===== config.mk =====
export PLATFORM = sky130hd
export DESIGN_NAME = mem_array_dp
export DESIGN_NICKNAME = d
export VERILOG_FILES = /design/src/rtl/mem_array_dp_pkg.sv /design/src/rtl/mem_array_dp_clear_seq.sv /design/src/rtl/mem_array_dp.sv
export SDC_FILE = /design/constraint.sdc
export NUM_CORES = 1
export LEC_CHECK = 0
export ABC_AREA = 1
export BUFFER_PORTS_ARGS = -buffer_cell sky130_fd_sc_hd__buf_2
export CAP_MARGIN = 5
export CORE_ASPECT_RATIO = 1.1
export CORE_MARGIN = 2
export CORE_UTILIZATION = 62
export CTS_BUF_LIST = sky130_fd_sc_hd__clkbuf_8 sky130_fd_sc_hd__clkbuf_16
export CTS_CLUSTER_DIAMETER = 50
export DETAILED_ROUTE_END_ITERATION = 6
export PLACE_DENSITY = 0.84
export REMOVE_ABC_BUFFERS = 1
export SETUP_SLACK_MARGIN = 0.2
export SLEW_MARGIN = 20
export SYNTH_ARGS = -nofsm -noshare
export SYNTH_HDL_FRONTEND = slang
export SYNTH_HIERARCHICAL = 1
export SYNTH_SLANG_ARGS = --single-unit

===== constraint.sdc =====
create_clock -name clk -period 5 [get_ports clk]
set_clock_uncertainty 0.05 [all_clocks]
set_input_delay 0 -clock clk [delete_from_list [all_inputs] [get_ports clk]]
set_output_delay 0 -clock clk [all_outputs]
set_load 0.02 [all_outputs]

===== src/rtl/mem_array_dp_pkg.sv =====
// Shared types and helpers for the dual-port memory array and its clear sequencer.
package mem_array_dp_pkg;

    typedef enum logic {
        ST_CLEAR = 1'b0,
        ST_RUN   = 1'b1
    } seq_state_e;

    localparam int DEFAULT_LANE_WIDTH = 8;

    function automatic int num_lanes(input int word_width, input int lane_width);
        return word_width / lane_width;
    endfunction

endpackage


===== src/rtl/mem_array_dp_clear_seq.sv =====
// CLEAR/RUN sequencer: walks a pointer over every word after reset or a clear
// request, and flags the array as busy while it does so.
module mem_clear_seq
    import mem_array_dp_pkg::*;
#(
    parameter int ADDR_WIDTH = 2,
    parameter int WORD_DEPTH = 4
) (
    input  logic                  clk,
    input  logic                  rst,
    input  logic                  clr_i,
    output logic                  clr_active_o,
    output logic [ADDR_WIDTH-1:0] clr_adrs_o,
    output logic                  busy_o
);

    localparam logic [ADDR_WIDTH-1:0] LAST_ADRS = ADDR_WIDTH'(WORD_DEPTH - 1);

    seq_state_e            state_q;
    logic [ADDR_WIDTH-1:0] ptr_q;
    logic                  busy_q;

    // NOTE: sequential state uses non-blocking assignments only, so every
    // register samples the pre-edge values regardless of statement order.
    always_ff @(posedge clk or posedge rst) begin
        if (rst) begin
            state_q <= ST_CLEAR;
            ptr_q   <= '0;
            busy_q  <= 1'b1;
        end else begin
            case (state_q)
                ST_CLEAR: begin
                    if (ptr_q == LAST_ADRS) begin
                        state_q <= ST_RUN;
                        ptr_q   <= '0;
                        busy_q  <= 1'b0;
                    end else begin
                        ptr_q <= ptr_q + 1'b1;
                    end
                end
                ST_RUN: begin
                    if (clr_i) begin
                        state_q <= ST_CLEAR;
                        ptr_q   <= '0;
                        busy_q  <= 1'b1;
                    end
                end
            endcase
        end
    end

    assign clr_active_o = (state_q == ST_CLEAR);
    assign clr_adrs_o   = ptr_q;
    assign busy_o       = busy_q;

endmodule


===== src/rtl/mem_array_dp.sv =====
// Simple-dual-port synchronous RAM with lane write enables, write-first
// bypass, out-of-range protection and a hardware clear sequence.
module mem_array_dp
    import mem_array_dp_pkg::*;
#(
    parameter int  ADDR_WIDTH = 2,
    parameter int  WORD_DEPTH = 4,
    parameter int  WORD_WIDTH = 8,
    parameter int  LANE_WIDTH = DEFAULT_LANE_WIDTH,
    localparam int NUM_LANES  = num_lanes(WORD_WIDTH, LANE_WIDTH)
) (
    input  logic                  clk,
    input  logic                  rst,
    input  logic                  clr_i,
    input  logic                  wr_en_i,
    input  logic [ADDR_WIDTH-1:0] wr_adrs_i,
    input  logic [NUM_LANES-1:0]  wr_lanes_i,
    input  logic [WORD_WIDTH-1:0] d_in_i,
    input  logic                  rd_en_i,
    input  logic [ADDR_WIDTH-1:0] rd_adrs_i,
    output logic [WORD_WIDTH-1:0] rd_data_o,
    output logic                  rd_valid_o,
    output logic                  busy_o
);

    generate
        if (WORD_WIDTH % LANE_WIDTH != 0) begin : g_bad_lane_width
            $error("mem_array_dp: WORD_WIDTH must be a multiple of LANE_WIDTH");
        end
        if (WORD_DEPTH < 1 || WORD_DEPTH > (1 << ADDR_WIDTH)) begin : g_bad_word_depth
            $error("mem_array_dp: WORD_DEPTH must lie in 1..2**ADDR_WIDTH");
        end
    endgenerate

    localparam logic [ADDR_WIDTH:0] DEPTH_EXT = (ADDR_WIDTH + 1)'(WORD_DEPTH);

    logic                  clr_active;
    logic [ADDR_WIDTH-1:0] clr_adrs;

    mem_clear_seq #(
        .ADDR_WIDTH (ADDR_WIDTH),
        .WORD_DEPTH (WORD_DEPTH)
    ) u_clear_seq (
        .clk          (clk),
        .rst          (rst),
        .clr_i        (clr_i),
        .clr_active_o (clr_active),
        .clr_adrs_o   (clr_adrs),
        .busy_o       (busy_o)
    );

    logic [WORD_WIDTH-1:0] mem_q [WORD_DEPTH];

    logic                  access_ok;
    logic                  wr_fire;
    logic                  rd_fire;
    logic                  rd_in_range;
    logic [WORD_WIDTH-1:0] wr_word;
    logic [WORD_WIDTH-1:0] rd_data_d, rd_data_q;
    logic                  rd_valid_d, rd_valid_q;

    // A clear request in RUN wins over any access sampled on the same edge.
    assign access_ok   = !clr_active && !clr_i;
    assign wr_fire     = access_ok && wr_en_i && ({1'b0, wr_adrs_i} < DEPTH_EXT);
    assign rd_fire     = access_ok && rd_en_i;
    assign rd_in_range = ({1'b0, rd_adrs_i} < DEPTH_EXT);

    // NOTE: every always_comb output gets a default first, so no path leaves
    // it unassigned and no latch is inferred.
    always_comb begin
        wr_word = mem_q[wr_adrs_i];
        for (int i = 0; i < NUM_LANES; i++) begin
            if (wr_lanes_i[i]) begin
                wr_word[i*LANE_WIDTH +: LANE_WIDTH] = d_in_i[i*LANE_WIDTH +: LANE_WIDTH];
            end
        end
    end

    // Write-first: a same-address read sees the merged word being written.
    always_comb begin
        rd_valid_d = rd_fire;
        rd_data_d  = rd_data_q;
        if (rd_fire) begin
            if (!rd_in_range) begin
                rd_data_d = '0;
            end else if (wr_fire && (wr_adrs_i == rd_adrs_i)) begin
                rd_data_d = wr_word;
            end else begin
                rd_data_d = mem_q[rd_adrs_i];
            end
        end
    end

    // NOTE: the storage array has no reset so it maps onto RAM; the clear
    // sequencer zeroes it one word per cycle instead.
    always_ff @(posedge clk) begin
        if (clr_active) begin
            mem_q[clr_adrs] <= '0;
        end else if (wr_fire) begin
            mem_q[wr_adrs_i] <= wr_word;
        end
    end

    always_ff @(posedge clk or posedge rst) begin
        if (rst) begin
            rd_data_q  <= '0;
            rd_valid_q <= 1'b0;
        end else begin
            rd_data_q  <= rd_data_d;
            rd_valid_q <= rd_valid_d;
        end
    end

    assign rd_data_o  = rd_data_q;
    assign rd_valid_o = rd_valid_q;

endmodule


==> flow_summary.json <==
{
  "fmaxAchievable_mhz": 444,
  "synth_top_area_cell": "edfxtp_1",
  "setup_violations": 0,
  "share_seq_of_total_power": 0.476,
  "finalCritPeriodShare": 0.450,
  "fin_area_sq_um": 2670,
  "synth_seq_area_share": 0.533,
  "muxShareOfSynthArea": 0,
  "drc": 0,
  "p_comb_frac": 0.358,
  "cp-start-kind": "register",
  "drt_iter0_drc": 223,
  "cp.arrival_ps": 2140,
  "fillers": 300,
  "synth_top_family_by_area": "simple AND/OR/NAND/NOR gates",
  "placed_area_sq_um": 2560,
  "drv_cap": 0,
  "vias_per_cell": 5.83,
  "core_area_sq_um": 3680,
  "die_area_sq_um": 4420,
  "grt_pass1_wl_um": 9750,
  "postCtsSetupBuffers": 0,
  "hold_class": "in -> reg",
  "grt_pass1_vias": 2023,
  "n_antenna_cell": 0,
  "grt-ovfl-total": 0,
  "start_util": 0.656,
  "chipWidth_um": 63.5,
  "h-tree-depth": 2,
  "synth_xor_area_frac": 0,
  "setup_tns_ps": 0,
  "cts_tree": "built",
  "power_switching_share": 0.397,
  "holdWs_ps": 88.0,
  "synth_adder_area_share": 0.00518,
  "worst_pin_slew_ps": 766,
  "ys_types": 25,
  "slowest_delay_ps": 600,
  "cp_slowest_cell": "nor2_1",
  "syn_inst": 289,
  "synth_area_sq_um": 2420,
  "die_y_um": 69.5,
  "ys_ff_latch": 45,
  "slew_headroom": 0.487,
  "min_period_ps": 2250,
  "area_growth_pct": 10.5,
  "p_per_area_nw_per_um2": 507,
  "nets": 333,
  "grt_use_total": 0.297,
  "portBuffers": 27,
  "antenna_left": 0,
  "switchingPower_uw": 538,
  "rsz0062_at_grt": "no",
  "drt-wirelength-per-cell_um": 16.3,
  "maxSlewViolCount": 0,
  "gp_congestion": 0.950,
  "synthSimpleGateAreaFrac": 0.292,
  "grt_max_degree": 21,
  "clk_pin_slew_ps": 80,
  "avgSynthCellArea_sq_um": 8.36,
  "ctsHoldBuffers": 2,
  "timing_worst_setup_path_type": "reg -> reg",
  "p_clk_frac": 0.166,
  "yosys-top-cells-count": "nand2_1 (59), nor2_1 (46), nand3_1 (36)",
  "numClockSinks": 45,
  "rows": 23,
  "p_leak_uw": 0.00127,
  "clk_latency_ps": 310,
  "synth.most_common_cell": "nand2_1",
  "clockBufferDepth": 2,
  "path_delay_family": "simple AND/OR/NAND/NOR gates",
  "ios": 28,
  "required_ps": 4880,
  "vias": 2127,
  "status": "finished clean",
  "async_reset_ff_frac": 0.289,
  "hpwl_um": 4200,
  "numCtsBuffers": 5,
  "critical_path.cell_chain": "inv_2 > nor2_4 > nand2_4 > inv_2 > nor2_4 > inv_2 > nand3_1 > nor2_1",
  "ir_drop_uv": 325,
  "synth_area_leaders": "edfxtp_1 (40%), dfrtp_1 (12%), nand2_1 (9.2%)",
  "end_kind": "register",
  "antenna_found_initial": 0,
  "post_cts_resized": 0,
  "synth_top_area_frac": 0.398,
  "p_int_uw": 817,
  "path_max_fanout": 13,
  "crit_top_cell": "inv_2",
  "synth-warning-count": 6,
  "cts_root_buf": "clkbuf_8",
  "final_hold_viol_count": 0,
  "synth-edff-count": 32,
  "cp_num_buf_inv": 3,
  "wirelength_um": 5960,
  "synth-main-ff-cell": "edfxtp_1",
  "synth_compound_area_frac": 0.0983,
  "drive_above_1_share": 0.165,
  "drt-pass1-iter-count": 7
}
==> worst min-delay path, stage by stage <==
cell and delay, ps:
buf_2 80, nand2_1 180, nand2_1 110, nand2_1 40
==> metal layers <==
layer	wire [um]	track usage	up-vias
li1	-	-	1004
met1	2290	0.405	950
met2	2720	0.447	143
met3	643	0.0503	30
met4	312	0.174	0
met5	0	0	-
==> final cells by class <==
| type | instances | area [sq um] | area share |
|---|---|---|---|
| Sequential cell | 45 | 1290 | 0.482 |
| Inverter | 31 | 116 | 0.0436 |
| Timing Repair Buffer | 29 | 155 | 0.0581 |
| Clock inverter | 3 | 22.5 | 0.00843 |
| Tap cell | 50 | 62.6 | 0.0234 |
| Clock buffer | 5 | 68.8 | 0.0258 |
| Multi-Input combinational cell | 202 | 957 | 0.358 |
==> path summary, 6_finish.rpt <==
kind | from | endpoint | slack, ps | cells past startpoint
max | u_clear_seq/state_q$_DFF_PP0_ | mem_q[1][3]$_DFFE_PP_ | 2750 | 8
min | rd_en_i | rd_data_o[7]$_DFFE_PP0P_ | 90 | 4
min in group asynchronous | rst | u_clear_seq/clr_adrs_o[1]$_DFFE_PP0P_ | 120 | 3
max reg2reg | u_clear_seq/state_q$_DFF_PP0_ | mem_q[1][3]$_DFFE_PP_ | 2750 | 8
min reg2reg | u_clear_seq/busy_o$_DFFE_PP1P_ | u_clear_seq/busy_o$_DFFE_PP1P_ | 410 | 2
max in group asynchronous | rst | rd_data_o[3]$_DFFE_PP0P_ | 4450 | 3
==> layout by cell type, fill, tap and decap left out, drive strengths merged <==
cell type,count
nor2,49
buf,27
edfxtp,32
o21ai,27
dlygate4sd3,2
dfrtp,12
nand2,67
inv,30
ha,1
or2,1
a21oi,16
clkinv,4
dfstp,1
nand3,38
clkbuf,5
o211ai,3
==> metrics by stage <==
step	utilization	power, uW	setup WS, ps	std cells
after floorplan	-	977	3150	278
after global placement	0.695	1110	2860	355
after detailed placement	0.695	1130	2800	355
after CTS	0.725	1350	2780	365
after global routing	0.725	1450	2640	365
final	0.725	1350	2750	365
==> power by group through the flow <==
| stage | sequential, uW | clock, uW | combinational [uW] |
|---|---|---|---|
| 4_1_cts | 641 | 227 | 484 |
| 2_1_floorplan | 669 | 0 | 309 |
| 6_report | 645 | 225 | 485 |
| 3_3_place_gp | 648 | 0 | 467 |
| 5_1_grt | 659 | 243 | 545 |
| 3_5_place_dp | 649 | 0 | 478 |
==> sequential cells by signal, indices dropped and copies added (netlist names) <==
| name | cells |
|---|---|
| mem_q | 32 |
| rd_data_o | 8 |
| u_clear_seq/clr_adrs_o | 2 |
| rd_valid_o | 1 |
| u_clear_seq/busy_o | 1 |
| u_clear_seq/state_q | 1 |
==> kinds of logic after synthesis <==
| group | count (synthesis) |
|---|---|
| buffers and inverters | 42 |
| and+or+nand+nor | 155 |
| DFF | 45 |
| AOI/OAI and AO/OA | 46 |
| adders and majority gates | 1 |
No activity file was read; power rests on OpenSTA's default activity.
